## src/rtl/equation_generator.sv

```systemverilog
// Arithmetic drill generator: issues NUM_EQ LFSR-derived equations per round over a
// valid/ready handshake, with the correct answer precomputed alongside the operands.
module equation_generator #(
   parameter logic [7:0] LFSR_SEED   = 8'hA5,
   parameter int         NUM_EQ      = 3,
   parameter int         MAX_OPERAND = 15
) (
   input  logic       Clock,
   input  logic       Reset,
   input  logic       Start,
   input  logic       Abort,
   input  logic [6:0] Seed,
   input  logic       EqReady,
   output logic       EqValid,
   output logic [3:0] OperandA,
   output logic [3:0] OperandB,
   output logic [1:0] OpCode,
   output logic [7:0] Expected,
   output logic [1:0] EqIndex,
   output logic       Busy,
   output logic       RoundDone
);

   typedef enum logic [1:0] {
      S_IDLE = 2'd0,
      S_GEN  = 2'd1,
      S_HOLD = 2'd2,
      S_DONE = 2'd3
   } state_t;

   localparam logic [1:0] OP_ADD     = 2'b00;
   localparam logic [1:0] OP_SUB     = 2'b01;
   localparam logic [1:0] LAST_INDEX = 2'(NUM_EQ - 1);
   localparam logic [4:0] MAX_OP5    = 5'(MAX_OPERAND);
   localparam logic [3:0] WRAP4      = 4'(MAX_OPERAND + 1);

   state_t     state_reg, state_next;
   logic [7:0] lfsr_reg, lfsr_next;
   logic [7:0] lfsr_step, lfsr_mix;
   logic [1:0] eq_index_reg, eq_index_next;
   logic [3:0] op_a_reg, op_b_reg;
   logic [1:0] op_code_reg;
   logic [7:0] expected_reg;

   logic       start_round;
   logic       accept;
   logic       is_last;
   logic       load_eq;

   logic [3:0] raw_nib [2];
   logic [3:0] red_nib [2];
   logic [3:0] gen_a, gen_b;
   logic [1:0] gen_op;
   logic [7:0] gen_exp;

   // ------------------------------------------------------------------
   // LFSR: x^8+x^6+x^5+x^4+1, free-running in every state
   // ------------------------------------------------------------------
   assign lfsr_step   = {lfsr_reg[6:0], lfsr_reg[7] ^ lfsr_reg[5] ^ lfsr_reg[4] ^ lfsr_reg[3]};
   assign lfsr_mix    = lfsr_step ^ {1'b0, Seed};
   assign start_round = (state_reg == S_IDLE) && Start && !Abort;

   // Mixing in Seed can land on the all-zero lock-up state; fall back to the seed.
   always_comb begin
      lfsr_next = lfsr_step;
      if (start_round) begin
         lfsr_next = (lfsr_mix == 8'd0) ? LFSR_SEED : lfsr_mix;
      end
   end

   // ------------------------------------------------------------------
   // Equation datapath from the current LFSR value
   // ------------------------------------------------------------------
   assign raw_nib[0] = lfsr_reg[3:0];
   assign raw_nib[1] = lfsr_reg[7:4];

   genvar gi;
   generate
      for (gi = 0; gi < 2; gi++) begin : g_reduce
         assign red_nib[gi] = ({1'b0, raw_nib[gi]} > MAX_OP5) ? (raw_nib[gi] - WRAP4) : raw_nib[gi];
      end
   endgenerate

   // Subtraction is ordered so the answer is never negative.
   always_comb begin
      gen_op = (lfsr_reg[5:4] == 2'b11) ? OP_ADD : lfsr_reg[5:4];
      gen_a  = red_nib[0];
      gen_b  = red_nib[1];
      if ((gen_op == OP_SUB) && (red_nib[0] < red_nib[1])) begin
         gen_a = red_nib[1];
         gen_b = red_nib[0];
      end
      case (gen_op)
         OP_ADD:  gen_exp = {4'd0, gen_a} + {4'd0, gen_b};
         OP_SUB:  gen_exp = {4'd0, gen_a} - {4'd0, gen_b};
         default: gen_exp = {4'd0, gen_a} * {4'd0, gen_b};
      endcase
   end

   // ------------------------------------------------------------------
   // Control FSM
   // ------------------------------------------------------------------
   assign accept  = (state_reg == S_HOLD) && EqReady;
   assign is_last = (eq_index_reg == LAST_INDEX);
   assign load_eq = (state_reg == S_GEN) && !Abort;

   always_ff @(posedge Clock or negedge Reset) begin
      if (!Reset) begin
         state_reg <= S_IDLE;
      end else begin
         state_reg <= state_next;
      end
   end

   always_comb begin
      state_next = state_reg;
      if (Abort) begin
         state_next = S_IDLE;
      end else begin
         case (state_reg)
            S_IDLE:  if (Start) state_next = S_GEN;
            S_GEN:   state_next = S_HOLD;
            S_HOLD:  if (accept) state_next = is_last ? S_DONE : S_GEN;
            S_DONE:  state_next = S_IDLE;
            default: state_next = S_IDLE;
         endcase
      end
   end

   always_comb begin
      EqValid   = 1'b0;
      Busy      = 1'b0;
      RoundDone = 1'b0;
      case (state_reg)
         S_GEN:   Busy = 1'b1;
         S_HOLD:  begin
            Busy    = 1'b1;
            EqValid = 1'b1;
         end
         S_DONE:  begin
            Busy      = 1'b1;
            RoundDone = 1'b1;
         end
         default: ;
      endcase
   end

   // ------------------------------------------------------------------
   // Index and equation registers
   // ------------------------------------------------------------------
   // EqIndex stays at the last value through DONE so the consumer can still see it.
   always_comb begin
      eq_index_next = eq_index_reg;
      if (Abort) begin
         eq_index_next = 2'd0;
      end else if (accept && !is_last) begin
         eq_index_next = eq_index_reg + 2'd1;
      end else if (state_reg == S_DONE) begin
         eq_index_next = 2'd0;
      end
   end

   always_ff @(posedge Clock or negedge Reset) begin
      if (!Reset) begin
         lfsr_reg     <= LFSR_SEED;
         eq_index_reg <= 2'd0;
         op_a_reg     <= 4'd0;
         op_b_reg     <= 4'd0;
         op_code_reg  <= 2'd0;
         expected_reg <= 8'd0;
      end else begin
         lfsr_reg     <= lfsr_next;
         eq_index_reg <= eq_index_next;
         if (load_eq) begin
            op_a_reg     <= gen_a;
            op_b_reg     <= gen_b;
            op_code_reg  <= gen_op;
            expected_reg <= gen_exp;
         end
      end
   end

   assign OperandA = op_a_reg;
   assign OperandB = op_b_reg;
   assign OpCode   = op_code_reg;
   assign Expected = expected_reg;
   assign EqIndex  = eq_index_reg;

endmodule

```

## config.mk

```make
export PLATFORM = sky130hd
export DESIGN_NAME = equation_generator
export DESIGN_NICKNAME = d
export VERILOG_FILES = /design/src/rtl/equation_generator.sv
export SDC_FILE = /design/constraint.sdc
export NUM_CORES = 1
export LEC_CHECK = 0
export CAP_MARGIN = 20
export CORE_MARGIN = 8
export CORE_UTILIZATION = 55
export DETAILED_ROUTE_END_ITERATION = 7
export PLACE_DENSITY_LB_ADDON = 0.08
export SLEW_MARGIN = 20
export SYNTH_ARGS = -nofsm -noshare
export SYNTH_HDL_FRONTEND = slang
export SYNTH_SLANG_ARGS = --single-unit
```

## constraint.sdc

```tcl
create_clock -name Clock -period 5.7 [get_ports Clock]
set_input_delay 1.14 -clock Clock [delete_from_list [all_inputs] [get_ports Clock]]
set_output_delay 1.14 -clock Clock [all_outputs]
set_load 0.02 [all_outputs]
```

==> flow_summary_export.csv, run 1 <==
group,metric,value,unit
synthesis,synthTopCellsByCount,"34 x nor2_1, 26 x dfrtp_1, 24 x a21oi_1, 24 x ha_1, 22 x nand2_1",
detailed_routing,drt_iter0_markers,85,
critical_path,crit_type,"reg2reg",
grt,grt_pass1_wl,9632,um
grt,antenna_found_initial,0,
final_layout,final_area,0.002949,mm^2
flow_run,drv_cap,0,
synthesis,synth_top_area_frac,0.2612,
power_and_ir_drop,p_int,1.099,mW
sta,setup_violations,0,
place,dp_hpwl,4196,um
sta,slew_violations,0,
clock_tree,cts.clk_slew.worst_paths,0.07,ns
critical_path,r2r_slack,0.73,ns
detailed_routing,vias,2070,
power_and_ir_drop,comb_power_share,0.675,
clock_tree,post_cts_resized,0,
critical_path,worstPathArrival,5.17,ns
grt,grt_overflow_total,0,
grt,grt_max_degree,37,
synthesis,synthCells,287,
grt,grt_use_total,0.1660,
synthesis,yosysWarnings,0,
detailed_routing,routedWlPerCell,15.35,um
power_and_ir_drop,power.density,724.5,mW/mm^2
power_and_ir_drop,sw_frac_of_total,0.4858,
synthesis,synthArstFlopShare,1.000,
power_and_ir_drop,clock_power_share,0.105,
die,die-width,83.30,um
sta,timing.final.crit_share,0.8711,
critical_path,cp_data_required_time,5.90,ns
place,placed_area,0.002833,mm^2
synthesis,syn-num-nets,328,
synthesis,syn_avg_cell_area,8.680,um^2
power_and_ir_drop,p_leak,1.280,nW
detailed_routing,dr.pass1.iters,4,
clock_tree,cts.sinks,30,
sta,clock_skew,0.007202,ns
synthesis,yosysUniqueCellTypes,51,
die,core-area,0.004354,mm^2
critical_path,endpoint_kind,"register",
sta,finalHoldViolCount,0,
sta,worstMarginPinSlew,1.002,ns
synthesis,yosysMostFrequentCell,"nor2_1",
place,io_buffers,34,
detailed_routing,vias_per_cell,5.687,
synthesis,ys_seq_elements,30,
clock_tree,clk_latency,0.28,ns
synthesis,syn_area,0.002491,mm^2
final_layout,syn2layout_area_growth,18.38,%
sta,fin_tns_setup,0,ns
critical_path,cp_max_fo,36,
detailed_routing,ant_nets,0,
synthesis,netlist_top_cells_area,"dfrtp_1 26%, ha_1 12%, nor2_1 5.1%",
synthesis,yosysSeqAreaShare,0.3034,
worst_hold_path,hold_class,"reg2reg",
clock_tree,cts_buffer_depth,2,
synthesis,yosys.area.top_type,"dfrtp_1",
sta,period_minus_slack,4.965,ns
clock_tree,ctsHoldBuffers,0,
place,place_inst,356,
final_layout,antenna_cells,0,
sta,fmax,201.4,MHz
final_layout,fin_nets,352,
sta,slew_headroom,0.3267,
synthesis,synth_edf_count,0,
critical_path,start_kind,"register",
die,ioPinCount,35,
die,initial_core_util,0.5721,
final_layout,drive_above_1_share,0.08333,
clock_tree,cts_made_buffers,5,
clock_tree,cts_root_buf,"clkbuf_8",
final_layout,layout.cells.non_filler,364,
power_and_ir_drop,p_switching,1.038,mW
sta,rsz0062_at_grt,"no",
place,gp_congestion,0.8786,
clock_tree,post-cts-setup-buffers,0,
detailed_routing,wirelength,5587,um
die,dieHeight,83.30,um
clock_tree,htreeDepth,2,
power_and_ir_drop,ir_worst_vdd,0.0003695,V
run_status,status,"finished clean",
power_and_ir_drop,power_frac_seq,0.219,
detailed_routing,drc_errors,0,
die,design.die.area,0.006939,mm^2
die,core.rowCount,24,
grt,grt_pass1_vias,2070,
clock_tree,cts_tree,"yes",
synthesis,ys.flop_type,"dfrtp_1",
-- power groups by stage --
stage | registers (mW) | clock network [mW] | logic (mW)
3_5_place_dp | 0.472 | 0 | 1.43
3_3_place_gp | 0.467 | 0 | 1.42
4_1_cts | 0.468 | 0.231 | 1.45
2_1_floorplan | 0.460 | 0 | 1.07
5_1_grt | 0.487 | 0.239 | 1.60
6_report | 0.468 | 0.225 | 1.44
-- through the flow --
step | utilization | hold slack, ns | power (mW) | worst slack, ns
2_1_floorplan | - | 0.5626 | 1.532 | 1.000
3_3_place_gp | 0.6506 | 0.4901 | 1.882 | 0.9538
3_5_place_dp | 0.6506 | 0.4959 | 1.897 | 0.7711
4_1_cts | 0.6773 | 0.5123 | 2.144 | 0.7539
5_1_grt | 0.6773 | 0.5336 | 2.326 | 0.4377
6_report | 0.6773 | 0.5065 | 2.136 | 0.7347
-- logic make-up after synthesis --
family | count (synthesis) | synth area share
AOI/OAI and AO/OA | 75 | 0.2120
xor gates and xnor gates | 18 | 0.06328
adders and majority gates | 29 | 0.1607
buffers and inverters | 36 | 0.05976
DFF | 30 | 0.3034
muxes | 7 | 0.02963
and+or+nand+nor | 92 | 0.1713
-- worst max-delay path, stage by stage (launching register included) --
cell	delay, ns
dfstp_2	0.71
inv_1	0.18
ha_1	0.36
and2b_1	0.20
o211ai_4	0.26
nand2_2	0.41
nor2_1	0.21
a31oi_1	0.08
fa_1	0.56
inv_1	0.05
fa_1	0.52
ha_1	0.34
a211oi_1	0.28
o21bai_1	0.13
a21oi_1	0.20
xnor2_1	0.15
nand2_1	0.07
a31oi_1	0.17
-- cells in the final DEF (no fill, tap or decap), types with 3 or more instances in the layout --
master / n
dfstp_2: 4
o21bai_1: 3
a21oi_1: 24
clkbuf_8: 6
nand3_1: 15
inv_1: 16
a31oi_1: 10
mux2_2: 3
nor2b_1: 5
clkdlybuf4s50_1: 34
nor3_1: 4
fa_1: 5
xnor2_1: 14
nand2_1: 22
a211oi_1: 3
o31ai_1: 6
dfrtp_1: 26
mux2i_1: 4
ha_1: 24
xor2_1: 4
o21ai_0: 10
nor2_1: 34
-- routing by layer --
layer  vias up  part of all wire  track usage
li1       1049                 -            -
met1       975              0.46       0.1998
met2        40              0.49       0.2829
met3         6             0.037      0.04004
met4         0             0.011      0.05112
met5         -                 0            0
-- worst paths after layout --
path,from,end,depth (start not counted)
max,lfsr_reg[5],Expected[7],17
max in group asynchronous,Reset,lfsr_reg[5],2
max reg2reg,lfsr_reg[5],Expected[7],17
min,Expected[1],Expected[1],1
min in group asynchronous,Reset,Expected[3],2
min reg2reg,Expected[1],Expected[1],1
-- cell type report --
class	instances	area, um^2
timing repair buffer	36	355.3
clock buffer	7	86.33
multi-input combinational	221	1593
sequential	30	755.7
tap	52	65.06
fill	387	1405
clock inverter	1	30.03
inverter	17	63.81
Power figures use the tool's default switching activity.
==> run 2, diff against run 1 <==
- HOLD_SLACK_MARGIN: not set -> 0.12
==> results of run 2 <==
Same layout as run 1: the final DEF is identical, and so are final timing and power.
